## src/rtl/ibex_lsu_resp_pkg.sv

```systemverilog
// Shared types for the LSU response stage: access size, response FSM states
// and the load-data extension helper.
package ibex_lsu_resp_pkg;

    typedef enum logic [1:0] {
        LSU_W = 2'b00,
        LSU_H = 2'b01,
        LSU_B = 2'b10
    } lsu_type_e;

    typedef enum logic [1:0] {
        IDLE          = 2'b00,
        WAIT_RESP     = 2'b01,
        WAIT_RESP_2ND = 2'b10
    } lsu_resp_state_e;

    // Keep the low byte/half/word and extend from its top bit when requested.
    function automatic logic [31:0] lsu_extend(input logic [31:0] data,
                                               input lsu_type_e   lsu_type,
                                               input logic        sign_ext);
        logic [31:0] ext_val;
        case (lsu_type)
            LSU_H:   ext_val = {{16{sign_ext & data[15]}}, data[15:0]};
            LSU_B:   ext_val = {{24{sign_ext & data[7]}}, data[7:0]};
            default: ext_val = data;
        endcase
        return ext_val;
    endfunction

endpackage

```

## src/rtl/ibex_lsu_rdata_align.sv

```systemverilog
// Combinational load-data aligner: shifts a single beat into place, or merges
// the pre-shifted first beat with the low bytes of the second beat.
module ibex_lsu_rdata_align
    import ibex_lsu_resp_pkg::*;
(
    input  logic [31:0] rdata,
    input  logic [31:0] rdata_q,
    input  lsu_type_e   lsu_type,
    input  logic [1:0]  offset,
    input  logic        split,
    input  logic        sign_ext,
    output logic [31:0] aligned
);

    logic [5:0]  shift_s;
    logic [5:0]  merge_shift_s;
    logic [31:0] raw_s;

    // rdata_q already holds the first beat shifted down; the second beat fills
    // the bytes above it. A 32-bit shift (offset 0) contributes nothing.
    always_comb begin
        shift_s       = {1'b0, offset, 3'b000};
        merge_shift_s = 6'd32 - shift_s;
        if (split) begin
            raw_s = rdata_q | (rdata << merge_shift_s);
        end else begin
            raw_s = rdata >> shift_s;
        end
        aligned = lsu_extend(raw_s, lsu_type, sign_ext);
    end

endmodule

```

## src/rtl/ibex_lsu_resp_chk.sv

```systemverilog
// Protocol checks for the LSU response stage: no issue while not ready and
// no bus response without an outstanding transaction.
module ibex_lsu_resp_chk (
    input logic clk_i,
    input logic rst_ni,
    input logic issue_valid_i,
    input logic issue_ready_o,
    input logic data_rvalid_i,
    input logic busy_o
);

    a_issue_when_ready: assert property (@(posedge clk_i) disable iff (!rst_ni)
        issue_valid_i |-> issue_ready_o);

    a_no_stray_rvalid: assert property (@(posedge clk_i) disable iff (!rst_ni)
        data_rvalid_i |-> busy_o);

endmodule

```

## src/rtl/ibex_lsu_resp.sv

```systemverilog
// LSU response stage: tracks one outstanding load/store and reports its
// completion combinationally. Misaligned (two-beat) support: IBEX_LSU_MISALIGNED_EN.
module ibex_lsu_resp
    import ibex_lsu_resp_pkg::*;
(
    input  logic        clk_i,
    input  logic        rst_ni,
    input  logic        issue_valid_i,
    input  logic        issue_we_i,
    input  lsu_type_e   issue_type_i,
    input  logic        issue_sign_ext_i,
    input  logic [1:0]  issue_offset_i,
    input  logic        issue_split_i,
    output logic        issue_ready_o,
    input  logic        data_rvalid_i,
    input  logic [31:0] data_rdata_i,
    input  logic        data_err_i,
    output logic [31:0] rf_wdata_lsu_o,
    output logic        rf_we_lsu_o,
    output logic        lsu_resp_valid_o,
    output logic        lsu_resp_err_o,
    output logic        busy_o
);

    lsu_resp_state_e state_r;
    lsu_resp_state_e issue_state_s;
    logic            we_r;
    lsu_type_e       type_r;
    logic            sign_ext_r;
    logic [1:0]      offset_r;
    logic            split_r;
    logic            err_r;
    logic [31:0]     rdata_q_s;
    logic            split_eff_s;
    logic            final_beat_s;
    logic            accept_s;
    logic            resp_err_s;
    logic [31:0]     aligned_s;

`ifdef IBEX_LSU_MISALIGNED_EN
    logic [31:0] rdata_q_r;
    assign rdata_q_s   = rdata_q_r;
    assign split_eff_s = split_r;
`else
    assign rdata_q_s   = 32'h0000_0000;
    assign split_eff_s = 1'b0;
`endif

    // Handshake and zero-latency response outputs for the instruction in flight.
    always_comb begin
        final_beat_s  = (state_r == WAIT_RESP) & data_rvalid_i;
        issue_ready_o = (state_r == IDLE) | final_beat_s;
        accept_s      = issue_valid_i & issue_ready_o;
`ifdef IBEX_LSU_MISALIGNED_EN
        resp_err_s    = err_r | data_err_i;
        if (issue_split_i) begin
            issue_state_s = WAIT_RESP_2ND;
        end else begin
            issue_state_s = WAIT_RESP;
        end
`else
        // Without misaligned support a split access can only end in error.
        resp_err_s    = err_r | data_err_i | split_r;
        issue_state_s = WAIT_RESP;
`endif
        lsu_resp_valid_o = final_beat_s;
        lsu_resp_err_o   = final_beat_s & resp_err_s;
        rf_we_lsu_o      = final_beat_s & ~we_r & ~resp_err_s;
        if (rf_we_lsu_o) begin
            rf_wdata_lsu_o = aligned_s;
        end else begin
            rf_wdata_lsu_o = 32'h0000_0000;
        end
        busy_o = (state_r != IDLE);
    end

    ibex_lsu_rdata_align u_align (
        .rdata    (data_rdata_i),
        .rdata_q  (rdata_q_s),
        .lsu_type (type_r),
        .offset   (offset_r),
        .split    (split_eff_s),
        .sign_ext (sign_ext_r),
        .aligned  (aligned_s)
    );

    // Response FSM plus the fields of the transaction it is tracking.
    always_ff @(posedge clk_i or negedge rst_ni) begin
        if (!rst_ni) begin
            state_r    <= IDLE;
            we_r       <= 1'b0;
            type_r     <= LSU_W;
            sign_ext_r <= 1'b0;
            offset_r   <= 2'b00;
            split_r    <= 1'b0;
            err_r      <= 1'b0;
`ifdef IBEX_LSU_MISALIGNED_EN
            rdata_q_r  <= 32'h0000_0000;
`endif
        end else begin
            case (state_r)
                IDLE: begin
                    if (accept_s) begin
                        state_r <= issue_state_s;
                    end
                end
`ifdef IBEX_LSU_MISALIGNED_EN
                WAIT_RESP_2ND: begin
                    if (data_rvalid_i) begin
                        rdata_q_r <= data_rdata_i >> {offset_r, 3'b000};
                        err_r     <= err_r | data_err_i;
                        state_r   <= WAIT_RESP;
                    end
                end
`endif
                WAIT_RESP: begin
                    if (data_rvalid_i) begin
                        if (accept_s) begin
                            state_r <= issue_state_s;
                        end else begin
                            state_r <= IDLE;
                        end
                    end
                end
                default: state_r <= IDLE;
            endcase
            // Issue is only accepted in IDLE or on a final beat, never while
            // a first beat is being captured, so this cannot clobber err_r.
            if (accept_s) begin
                we_r       <= issue_we_i;
                type_r     <= issue_type_i;
                sign_ext_r <= issue_sign_ext_i;
                offset_r   <= issue_offset_i;
                split_r    <= issue_split_i;
                err_r      <= 1'b0;
            end
        end
    end

    ibex_lsu_resp_chk u_chk (
        .clk_i         (clk_i),
        .rst_ni        (rst_ni),
        .issue_valid_i (issue_valid_i),
        .issue_ready_o (issue_ready_o),
        .data_rvalid_i (data_rvalid_i),
        .busy_o        (busy_o)
    );

endmodule

```

## config.mk

```make
export PLATFORM = sky130hd
export DESIGN_NAME = ibex_lsu_resp
export DESIGN_NICKNAME = d
export VERILOG_FILES = /design/src/rtl/ibex_lsu_resp_pkg.sv /design/src/rtl/ibex_lsu_rdata_align.sv /design/src/rtl/ibex_lsu_resp_chk.sv /design/src/rtl/ibex_lsu_resp.sv
export SDC_FILE = /design/constraint.sdc
export NUM_CORES = 1
export LEC_CHECK = 0
export CORE_MARGIN = 3
export CORE_UTILIZATION = 37
export DETAILED_ROUTE_END_ITERATION = 8
export PLACE_DENSITY = 0.91
export SYNTH_ARGS = -nofsm -noshare
export SYNTH_HDL_FRONTEND = slang
export SYNTH_SLANG_ARGS = --single-unit
```

## constraint.sdc

```tcl
create_clock -name clk_i -period 3.4 [get_ports clk_i]
set_input_delay 1.02 -clock clk_i [delete_from_list [all_inputs] [get_ports clk_i]]
set_output_delay 1.02 -clock clk_i [all_outputs]
set_load 0.005 [all_outputs]
```

==> results of run 1 <==
-- state kept, by name (all words and copies together) (netlist names) --
signal and flops:
type_r 2, we_r 1, sign_ext_r 1, split_r 1
offset_r 2, state_r 1
-- stage by stage --
stage	hold slack [ps]	cells	TNS (ps)	total power (uW)	instance area (um^2)
after floorplan	471	158	0	364	1250
after global placement	494	284	-18880	504	2160
after detailed placement	539	284	-20210	517	2160
after CTS	552	295	0	654	2330
after global routing	562	295	-1060	725	2350
final	545	295	-430	688	2350
-- Yosys cell counts (all sizes together) --
cell	instances	share of area
o21ai	8	0.032
clkinv	1	0.0030
nor2b	8	0.046
a211oi	22	0.14
a21oi	8	0.032
o22ai	1	0.010
ha	2	0.020
nor2	11	0.049
a311oi	1	0.021
buf	8	0.051
nand2b	4	0.020
or4	1	0.0060
nand3b	1	0.0060
and3	1	0.0050
nand3	1	0.0040
clkbuf	9	0.027
nand2	27	0.081
or2	1	0.0050
o2bb2ai	8	0.061
mux2i	17	0.15
dfrtp	8	0.16
inv	3	0.0090
mux2	7	0.063
-- timing repair --
action	in CTS	in global routing
setup endpoints to repair	33	17
pin swaps	6	5
gates resized for setup	119	8
hold buffers	0	0
cloned	2	0
buffers inserted	6	0
-- report_power, final --
group	total (uW)	switching (uW)	internal (uW)
clock	80.1	39.3	40.8
combinational	474	233	241
sequential	134	25.7	108
-- layer usage --
layer / share of wire / wire, um / global-route usage / vias up
met3: 0.067 / 371 / 0.0545 / 18
met1: 0.39 / 2140 / 0.289 / 786
met5: 0 / 0 / 0 / -
li1: - / - / - / 756
met4: 0.033 / 180 / 0.143 / 0
met2: 0.51 / 2850 / 0.458 / 105
-- how the worst max path moves through the flow --
stage	to	slack, ps
2_1_floorplan	rf_wdata_lsu_o[24]	340
3_3_place_gp	rf_wdata_lsu_o[7]	-690
3_5_place_dp	rf_wdata_lsu_o[7]	-730
4_1_cts	rf_wdata_lsu_o[27]	20
5_1_grt	rf_wdata_lsu_o[24]	-110
6_report	rf_wdata_lsu_o[29]	-70
-- final cells by class --
type	instances	area (um^2)	area share
multi-input combinational	129	1040	0.441
timing repair buffer	107	1010	0.429
sequential	8	200	0.0852
tap	44	55.1	0.0234
inverter	4	27.5	0.0117
clock buffer	3	22.5	0.00959
-- cell families (layout without fill, tap and decap cells) --
logic type / Yosys count / in the layout / synth area share
and+or+nand+nor: 55 / 55 / 0.223
adders and majority gates: 2 / 2 / 0.0201
buffers and inverters: 21 / 114 / 0.0903
muxes: 24 / 24 / 0.210
AOI/OAI and AO/OA: 48 / 48 / 0.297
DFF: 8 / 8 / 0.160
==> results.md, run 1 <==
- First-pass GRT wire length: 8340 um
- # DRC: 0
- Number of diodes: 0
- Via count: around 1,700
- Hold Startpoint: type_r[1]
- R2R Path End: split_r
- Routability Congestion: 0.858
- Hold Path Stages: 1
- Largest net degree at the start of global routing: 19
- Die height: ~64 um
- Hpwl dp: 3630 um
- Worst Setup End Kind: primary output
- Unrepaired setup endpoints after global routing: true
- CP top delay family: buffers and inverters
- Final Skew: 13.2 ps
- Max-Cap Viols: 0
- Tightest Pin Transition: roughly 570 ps
- Remaining global-route overflow: 0
- PortBufs: 80
- Buffer depth of the longest clock path: 2
- Post-Place Setup Slack: -734 ps
- # rows: 20
- Crit path DAT: between 2000 and 2500 ps
- Initial DRT Pass Iterations: 4
- Final nets: 299
- Worst path depth: 7
- H-tree depth: 1
- TritonCTS clock tree: built
- Post-Syn Area: approximately 0.0012 mm^2
- CP Cell Sequence: clkdlybuf4s15_1 -> mux2i_4 -> o22ai_2 -> a311oi_4 -> bufbuf_16 -> a211oi_2 -> buf_2
- Syn_area_per_cell: approximately 7.9 um^2
- Syn Nets: 204
- Seq cells post-synth: 8
- R2r setup slk: 2150 ps
- Fin crit share: 1.02
- Outcome: finished with violations
- Global Route Usage Sum: 0.261
- Vias in the first global route: 1,708
- Hold worst-path end: type_r[1]
- Slew Limit Fails: 0
- Post-Syn Instances: 158
- Area grow syn2layout: 88.3%
- Failing checks: negative setup slack
- CP Launch Point: data_rdata_i[7]
- Initial DRC count: between 100 and 150
- Fill cells: 210
- TritonCTS Buffers: 3
- Worst-Skew Late Latency: 270 ps
- Worst-case vdd ir drop: roughly 210 uV
- Placeable Area: 0.00313 mm^2
- Yosys warns: 0
- Seq/Total Area, Yosys: 0.160
- I/O pin cnt: between 80 and 90
- Crit start category: input pin
- CP required: 2380 ps
- Largest fanout on the critical path: 8
- Buf/Inv on CP: 3
- Worst-case reg-to-reg path depth: 3
- DR vias/cell: about 5.6
- Total Wirelength: 5530 um
- Max stage delay on crit path: 360 ps
- ANT nets after route: 0
- Hold Fails Final Rpt: 0
- Worst hold path type: reg -> reg
- Layout cells sized above 1: 0.363
- Commonest non-fill, non-tap cells in the layout: 40 x clkdlybuf4s50_1, 26 x nand2_1, 20 x buf_4
- Worst-path clk slew: 50 ps
- Crit path kind: in -> out
- Setup ws final: -69.7 ps
- Die ar.: roughly 0.004 mm^2
- Cell Pwr Density: 293 mW/mm^2
- Initial antenna violation count: 0
- Slowest CP cell: a311oi_4
- F_max: 288 MHz
- DR WL/cell: 18.8 um
- Root Buffer: clkbuf_4
- Count of cell types in the netlist: 30
- Core Util, Final: 0.751
- Initial Utilization: 0.399
- Final min period: 3470 ps
- Commonest non-fill, non-tap cell in the layout: clkdlybuf4s50_1
- CTS sink count: 8
- Die width: 64.1 um
- Max_slew headroom: 0.617
- Reg-to-reg startpoint: state_r[0]
- Leakage power: 0.00102 uW
- Final setup viols: 10
Power figures use the tool's default switching activity.
==> inputs of run 2 (changes only) <==
==> constraint.sdc (replaced) <==
create_clock -name clk_i -period 3.4 [get_ports clk_i]
set_input_delay 1.02 -clock clk_i [delete_from_list [all_inputs] [get_ports clk_i]]
set_output_delay 1.02 -clock clk_i [all_outputs]
set_load 0.02 [all_outputs]
==> run 2 against run 1 <==
The run still ends with negative setup slack left. Critical path depth grew 1. Worst setup slack gained 60 ps. Sequential power down 5%. Largest power group unchanged. Critical endpoint is now rf_wdata_lsu_o[31]. Utilization down 2.8 points. Worst hold slack worse by 13 ps. Sequential share of layout area rose by 0.34 points. Die area unchanged. Register-to-register slack about the same. Total power grew 0.11%. Via count down 2.0%.
==> results.md, run 2 (synthesized netlist as in run 1, its figures left out) <==
- Core Util, Final: 0.722 (was 0.751)
- PortBufs: 80 (unchanged)
- Max_slew headroom: 0.727 (was 0.617)
- Number of diodes: 0 (unchanged)
- Placed insts: 285 (was 284)
- Multi-input gate area in the final layout: 0.00102 mm^2 (was 0.00104 mm^2)
- Die ar.: 0.00410 mm^2 (unchanged)
- Vias in the first global route: 1,602 (was 1,708)
- Detail Route met2 WL: 2730 um (was 2850 um)
- Die height: 64.1 um (unchanged)
- Met3 wire len: 236 um (was 371 um)
- Outcome: finished with violations (unchanged)
- Crit path kind: in -> out (unchanged)
- Metal1 wirelength: 2170 um (was 2140 um)
- Routability Congestion: 0.842 (was 0.858)
- Leakage power: 0.000980 uW (was 0.00102 uW)
- Final setup viols: 1 (was 10)
- First-pass GRT wire length: 8050 um (was 8340 um)
- # rows: 20 (unchanged)
- R2R Path End: split_r (unchanged)
- Worst-case reg-to-reg path depth: 3 (unchanged)
- Initial DRC count: 167 (was 132)
- Pint: 378 uW (was 390 uW)
- Commonest non-fill, non-tap cells in the layout: 41 x clkdlybuf4s50_1, 26 x nand2_1, 25 x buf_2 (was 40 x clkdlybuf4s50_1, 26 x nand2_1, 20 x buf_4)
- Via count: 1,632 (was 1,665)
- Tightest Pin Transition: 408 ps (was 574 ps)
- Die width: 64.1 um (unchanged)
- Setup ws final: -10.1 ps (was -69.7 ps)
- Failing checks: negative setup slack (unchanged)
- F_max: 293 MHz (was 288 MHz)
- Biggest regs: offset_r (2), type_r (2) (unchanged)
- Seq. cell area: 200 um^2 (unchanged)
- Crit start category: input pin (unchanged)
- Reg-to-reg startpoint: state_r[0] (unchanged)
- Final min period: 3410 ps (was 3470 ps)
- Initial DRT Pass Iterations: 4 (unchanged)
- Clock group share of total power: 0.110 (was 0.116)
- Initial Utilization: 0.399 (unchanged)
- Max Used Layer: met4 (unchanged)
- Hpwl dp: 3600 um (was 3630 um)
- Cts-stage hold buffer count: 0 (unchanged)
- Buffer depth of the longest clock path: 2 (unchanged)
- CTS sink count: 8 (unchanged)
- Unrepaired setup endpoints after global routing: true (unchanged)
- DR vias/cell: 5.51 (was 5.64)
- Fin crit share: 1.00 (was 1.02)
- Fin Hold WS: 532 ps (was 545 ps)
- Hold Startpoint: we_r (was type_r[1])
- Largest net degree at the start of global routing: 22 (was 19)
- Hold worst-path end: we_r (was type_r[1])
- Total Wirelength: 5220 um (was 5530 um)
- Worst Setup End Kind: primary output (unchanged)
- Fill cells: 219 (was 210)
- Worst-path clk slew: 60 ps (was 50 ps)
- Layout cells sized above 1: 0.425 (was 0.363)
- Switching Fraction: 0.451 (was 0.433)
- Final Power: 688 uW (about the same)
- Worst hold path type: reg -> reg (unchanged)
- H-tree depth: 1 (unchanged)
- Root Buffer: clkbuf_4 (unchanged)
- I/O pin cnt: 81 (unchanged)
- Setup TNS: -10.1 ps (was -430 ps)
- Final Skew: 7.53 ps (was 13.2 ps)
- Global Route Usage Sum: 0.251 (was 0.261)
- Slowest CP cell: a311oi_4 (unchanged)
- Area grow syn2layout: 81.1% (was 88.3%)
- Initial antenna violation count: 0 (unchanged)
- R2r setup slk: 2150 ps (about the same)
- Worst-case vdd ir drop: 206 uV (was 215 uV)
- Non-filler cells, final: 296 (was 295)
- TritonCTS clock tree: built (unchanged)
- Placeable Area: 0.00313 mm^2 (unchanged)
- Remaining global-route overflow: 0 (unchanged)
- Crit path DAT: 2390 ps (was 2450 ps)
- Largest fanout on the critical path: 8 (unchanged)
- P_sw: 310 uW (was 298 uW)
- Hold Fails Final Rpt: 0 (unchanged)
- Hold Path Stages: 1 (unchanged)
- Final nets: 300 (was 299)
- Register share of total power: 0.185 (was 0.195)
- TritonCTS Buffers: 3 (unchanged)
- DR WL/cell: 17.6 um (was 18.8 um)
- Part of the power in combinational logic: 0.705 (was 0.689)
- Worst-Skew Late Latency: 260 ps (was 270 ps)
- CP Cell Sequence: buf_2 -> mux2i_4 -> o2bb2ai_4 -> a311oi_4 -> buf_6 -> buf_16 -> a211oi_2 -> buf_4 (was clkdlybuf4s15_1 -> mux2i_4 -> o22ai_2 -> a311oi_4 -> bufbuf_16 -> a211oi_2 -> buf_2)
- Slew Limit Fails: 0 (unchanged)
- Commonest non-fill, non-tap cell in the layout: clkdlybuf4s50_1 (unchanged)
- CP required: 2380 ps (about the same)
- Max-Cap Viols: 0 (unchanged)
- Max stage delay on crit path: 370 ps (was 360 ps)
- ANT nets after route: 0 (unchanged)
- Cell Pwr Density: 305 mW/mm^2 (was 293 mW/mm^2)
- # DRC: 0 (unchanged)
[run 2: cell types whose count changed in the layout (fill, tap and decap cells not counted), moves of 2 or more]
cell,previous run,this run
dlygate4sd2_1,14,0
a211oi_1,10,8
mux2i_1,13,15
clkdlybuf4s15_1,6,2
a211oi_2,12,14
buf_4,20,23
buf_6,1,11
clkdlybuf4s15_2,4,0
buf_12,2,0
buf_2,14,25
[run 2: power groups by stage]
stage | clock, uW | sequential [uW] | combinational [uW]
after floorplan | 0 | 118 | 264
after global placement | 0 | 125 | 408
after detailed placement | 0 | 126 | 419
after CTS | 76.7 | 126 | 472
after global routing | 82.7 | 129 | 517
final | 75.7 | 127 | 486
[run 2: metal layers]
layer,global-route usage,up-vias
li1,-,763
met1,0.305,787
met2,0.441,74
met3,0.0439,8
met4,0.0836,0
met5,0,-
[run 2: per-stage QoR]
step	setup slack, ps	area, um^2
finish	-10.1	2260
global route	-44.6	2260
CTS	-3.70	2210
detailed placement	-731	2170
global placement	-691	2170
floorplan	14.9	1250
[run 2: cell type report]
class / instances / share of cell area
clock buffers: 3 / 0.00997
inverters: 4 / 0.00886
multi-input cells: 129 / 0.453
flip-flops and latches: 8 / 0.0886
well taps: 44 / 0.0244
repair buffers: 107 / 0.413
repair inverters: 1 / 0.00221
[run 2: worst max-delay path by stage]
| stage | startpoint | end | slack, ps | cells past startpoint |
|---|---|---|---|---|
| after floorplan | data_err_i | rf_wdata_lsu_o[24] | 10 | 4 |
| after global placement | data_rvalid_i | rf_wdata_lsu_o[4] | -690 | 6 |
| after detailed placement | data_rvalid_i | rf_wdata_lsu_o[28] | -730 | 6 |
| after CTS | data_rdata_i[7] | rf_wdata_lsu_o[31] | -4 | 7 |
| after global routing | data_rdata_i[15] | rf_wdata_lsu_o[31] | -40 | 8 |
| final | data_rdata_i[31] | rf_wdata_lsu_o[31] | -10 | 8 |
[run 2: critical path: cells and delay by family]
kind / cells / cell delay, ps
buffers and inverters: 4 / 580
AO/OA/AOI/OAI: 3 / 530
multiplexers: 1 / 240
[run 2: repair_timing]
action | in CTS | in global routing
endpoints found under the setup margin | 33 | 26
pin swaps | 6 | 2
resized for setup | 184 | 24
setup buffers | 4 | 2
gates cloned | 4 | 0
